### src/rtl/param_sync_ram_clr.sv
// Parametrised single-port synchronous scratch RAM with registered, valid-flagged reads,
// out-of-range error pulses and a post-reset clear engine that holds BUSY until done.
module param_sync_ram_clr #(
  parameter int                DATA_W   = 8,
  parameter int                ADDR_W   = 6,
  parameter int                DEPTH    = 64,
  parameter int                RDW_MODE = 0,
  parameter logic [DATA_W-1:0] CLR_VAL  = '0
) (
  input  logic              CLK,
  input  logic              RESET,
  input  logic [DATA_W-1:0] D_IN,
  input  logic [ADDR_W-1:0] ADDR,
  input  logic              R_ENABLE,
  input  logic              W_ENABLE,
  output logic [DATA_W-1:0] D_OUT,
  output logic              R_VALID,
  output logic              BUSY,
  output logic              ADDR_ERR,
  output logic              STATE_DBG
);

  // Handshake: a request is accepted on a rising edge where RESET=0 and BUSY=0; read
  // data appears one cycle later qualified by R_VALID, with ADDR_ERR in the same cycle.
  typedef enum logic {CLEAR = 1'b0, READY = 1'b1} state_t;

  localparam logic [ADDR_W:0]   DEPTH_EXT = (ADDR_W+1)'(DEPTH);
  localparam logic [ADDR_W-1:0] LAST_ADDR = ADDR_W'(DEPTH - 1);

  state_t              state, state_nxt;
  logic [ADDR_W-1:0]   cnt;
  logic [DATA_W-1:0]   mem [DEPTH];
  logic                in_range;
  logic                mem_we;
  logic [ADDR_W-1:0]   mem_waddr;
  logic [DATA_W-1:0]   mem_wdata;
  logic [ADDR_W-1:0]   rd_idx;
  logic [DATA_W-1:0]   rd_word;
  logic                req_ready;

  // One extra bit keeps DEPTH == 2**ADDR_W from ever flagging.
  assign in_range  = {1'b0, ADDR} < DEPTH_EXT;
  assign req_ready = (state == READY) && !RESET;
  assign BUSY      = (state == CLEAR);
  assign STATE_DBG = state;

  always_comb begin
    state_nxt = state;
    mem_we    = 1'b0;
    mem_waddr = cnt;
    mem_wdata = CLR_VAL;
    case (state)
      CLEAR: begin
        mem_we = 1'b1;
        if (cnt == LAST_ADDR) state_nxt = READY;
      end
      READY: begin
        mem_we    = W_ENABLE && in_range;
        mem_waddr = ADDR;
        mem_wdata = D_IN;
      end
      default: state_nxt = CLEAR;
    endcase
    if (RESET) begin
      state_nxt = CLEAR;
      mem_we    = 1'b0;
    end
  end

  always_comb begin
    rd_idx  = in_range ? ADDR : '0;
    rd_word = '0;
    if (in_range) begin
      if ((RDW_MODE != 0) && W_ENABLE) rd_word = D_IN;
      else                             rd_word = mem[rd_idx];
    end
  end

  always_ff @(posedge CLK) begin
    if (RESET) begin
      state <= CLEAR;
      cnt   <= '0;
    end else begin
      state <= state_nxt;
      if (state == CLEAR) cnt <= cnt + 1'b1;
    end
  end

  always_ff @(posedge CLK) begin
    if (mem_we) mem[mem_waddr] <= mem_wdata;
  end

  always_ff @(posedge CLK) begin
    if (RESET) begin
      D_OUT    <= '0;
      R_VALID  <= 1'b0;
      ADDR_ERR <= 1'b0;
    end else begin
      R_VALID  <= req_ready && R_ENABLE;
      ADDR_ERR <= req_ready && (R_ENABLE || W_ENABLE) && !in_range;
      if (req_ready && R_ENABLE) D_OUT <= rd_word;
    end
  end

endmodule

### config.mk
export PLATFORM = sky130hd
export DESIGN_NAME = param_sync_ram_clr
export DESIGN_NICKNAME = d
export VERILOG_FILES = /design/src/rtl/param_sync_ram_clr.sv
export SDC_FILE = /design/constraint.sdc
export NUM_CORES = 1
export LEC_CHECK = 0
export BUFFER_PORTS_ARGS = -buffer_cell sky130_fd_sc_hd__buf_2
export CAP_MARGIN = 20
export CORE_MARGIN = 3
export CORE_UTILIZATION = 30
export DETAILED_ROUTE_END_ITERATION = 7
export GPL_TIMING_DRIVEN = 0
export PLACE_DENSITY = 0.53
export SETUP_SLACK_MARGIN = 0.1
export SLEW_MARGIN = 10
export SYNTH_ARGS = -nofsm -noshare
export SYNTH_HDL_FRONTEND = slang
export SYNTH_SLANG_ARGS = --single-unit
### constraint.sdc
create_clock -name CLK -period 3.5 [get_ports CLK]
set_clock_uncertainty 0.15 [all_clocks]
set_input_delay 0.35 -clock CLK [delete_from_list [all_inputs] [get_ports CLK]]
set_output_delay 0.35 -clock CLK [all_outputs]
set_load 0.03 [all_outputs]
==> results by group <==
Critical path
  • Setup crit end kind: register
  • Critical path required time: about 3.6 ns
  • Critical path class: register to register
  • Critical path arrival: 3.54 ns
  • Critical path origin: STATE_DBG$_SDFF_PP0_
  • CP Max Fanout: 10
  • Reg2Reg Launch Point: STATE_DBG$_SDFF_PP0_
  • Worst setup SP type: register

Synthesis
  • Synth async-reset ratio: 0%
  • Sequential area share after synthesis: 75.5%
  • Synth area leaders: edfxtp_1, mux4_2, mux2i_1, dfxtp_1, nor2_1
  • Count leader, synth: edfxtp_1
  • Syn Area/Cell: 19.5 um^2
  • Yosys warning count: 0
  • Synth top cells by count: edfxtp_1, mux4_2, nor2_1
  • Ys flop type: edfxtp_1
  • Number of synthesized flops with an enable pin: a little over 500
  • Unique masters post-synth: between 40 and 50
  • Synth Cell Area: 20800 um^2
  • Yosys reg bits: 528
  • Synth top area share: 74.0%
  • Yosys top cell by area: edfxtp_1
  • Post-Synthesis Cells: 1068
  • Syn nets: 1087

Final layout
  • Share of cells above drive strength 1: 25.3%
  • Layout Utilization: between 30% and 40%
  • Post-route cell area: between 20000 and 25000 um^2
  • Final #Nets: 1175
  • Synth-to-Final Area Change: 15.2%
  • Fillers: ~6300

Routing
  • Initial DRC count: 950
  • Vias: approximately 10000
  • Mean routed wirelength per cell: roughly 24 um
  • Post-route DRC violation count: 0
  • Antenna-violating nets left: 0
  • WL final: 51.4 mm
  • Via density: 4.95
  • First-pass DRT Iterations: 6

STA
  • Final Max Slew Viols: 0
  • Post-layout min period: 3.48 ns
  • Setup Viol. Count Final: 0
  • Slew HR: 35.7%
  • Final period util: 99.4%
  • RSZ-0062 raised after global routing: yes
  • FMAX: around 290 MHz
  • Tightest Pin Transition: approximately 0.96 ns
  • Final Hold Fails: 0
  • Setup TNS: 0 ns

Worst hold path
  • Class of the worst hold path: input pin to register
  • HP Start: R_ENABLE

Status
  • Outcome: completed

Job
  • Max-cap violations: 0

Power
  • Net Sw Power: 2.61 mW
  • Flop pwr share: 53.9%
  • Power Density: 532 nW/um^2
  • Leak: between 7 and 8 nW
  • Combinational share of power: 4.1%
  • Max rail drop VDD: 0.000360 V
  • Net Sw Frac: 20.5%
  • Clock power frac: 42.0%
  • Power Total: ~13 mW
  • Int Power: ~10 mW

Clock tree
  • Root Buffer: clkbuf_16
  • Clock Latency Late Sink: 0.59 ns
  • CTS Sinks: 528
  • Clock buffer depth: 3
  • CTS Buf Count: 54
  • H-Tree Level Count: 2
  • CTS tree: yes
  • CTS clk-pin slew, worst paths: 0.07 ns

Die
  • Core Footprint: 67900 um^2
  • Initial cell density of the core: between 30% and 40%
  • Number of top-level pins: 30
  • DIE AREA: 72500 um^2
  • Die Width: 269 um
  • Die Y-Extent: approximately 270 um
  • FP Rows: 95

GRT
  • GRT Resource Usage Total: 14.0%
  • Initial antenna violation count: 1
  • Vias in the first global route: around 11000
  • Largest net degree at the start of global routing: between 60 and 70
  • Total gr overflow: 0
  • Global-route wire length before repair: between 70 and 80 mm

Place
  • Detailed placer's ending HPWL: 34.2 mm
  • Final GP Congestion: 0.843
  • Port bufs: 25
  • Placed Instance Area: 22200 um^2
==> kinds of logic (layout without fill, tap and decap cells) <==
group,after synthesis,after routing,synth area share (%)
adders and majority gates,1,1,0.0602
AOI/OAI and AO/OA,79,79,2.75
DFF,528,528,75.5
and+or+nand+nor,200,200,4.26
xor gates and xnor gates,3,3,0.126
buffers and inverters,62,188,1.45
muxes,194,194,15.8
other,1,2,0.0180
==> final cells by class <==
type	instances	area (um^2)	area share [%]
Inverter	5	18.8	0.0784
Sequential cell	528	15700	65.6
Clock buffer	71	1470	6.13
Buffer	57	283	1.18
Multi-Input combinational cell	478	4910	20.5
Clock inverter	23	153	0.638
Antenna cell	1	2.50	0.0105
Tap cell	921	1150	4.81
Timing Repair Buffer	32	263	1.10
==> through the flow <==
step	instances	worst slack, ns	hold WS, ns
2_1_floorplan	1068	0.518	0.331
3_3_place_gp	2014	-1.11	0.357
3_5_place_dp	2020	-0.706	0.368
4_1_cts	2115	0.0396	0.0102
5_1_grt	2115	-0.124	0.0599
6_report	2116	0.0198	0.0600
==> worst paths after layout <==
path	endpoint	slack [ns]	cells past startpoint
worst max-delay path	mem[60][7]$_DFFE_PP_	0.02	6
worst max register to register	mem[60][7]$_DFFE_PP_	0.02	6
worst min-delay path	R_VALID$_SDFF_PP0_	0.06	3
worst min register to register	cnt[5]$_SDFFE_PP0N_	0.39	2
==> cell usage in the layout, fill, tap and decap left out, drive strengths merged, types with 5 or more instances in the layout <==
cell,count
inv,6
and2,9
edfxtp,512
nand3,28
dfxtp,16
nor2,77
o211ai,7
mux2i,67
mux2,22
a21oi,20
clkbuf,85
buf,74
clkinv,20
mux4,105
a221o,7
nand2,55
nor2b,5
a22oi,22
nand4,10
==> power groups by stage <==
stage	sequential, mW	clock, mW	combinational [mW]
after global placement	6.99	0	0.522
after CTS	6.86	5.46	0.525
after detailed placement	6.99	0	0.522
after global routing	6.86	5.72	0.554
after floorplan	6.99	0	0.340
final	6.86	5.35	0.522
==> timing repair <==
item                                    in CTS  in global routing
hold buffers                                 1                  0
endpoints found under the setup margin      78                396
pin swaps                                    0                  0
resized for setup                            7                 33
hold endpoints to repair                     1                  0
buffers inserted                             0                  0
==> critical path: stages (launching register included) <==
cell and delay [ns]:
dfxtp_1 0.41, buf_2 0.26, clkinv_1 0.26, or3_1 0.42, a21oi_1 0.30, nand2_1 0.43, nor2_1 0.85
==> routing by layer <==
| layer | wire length [um] | GRT usage (%) |
|---|---|---|
| met5 | 13 | 0 |
| met3 | 3340 | 2.84 |
| met2 | 24600 | 22.5 |
| met4 | 1350 | 4.51 |
| met1 | 22100 | 19.1 |
==> flip-flops by register name, indices dropped and copies added (netlist names) <==
| register | flops |
|---|---|
| cnt | 6 |
| STATE_DBG | 1 |
| R_VALID | 1 |
| mem | 512 |
| D_OUT | 8 |
Power figures use the tool's default switching activity.
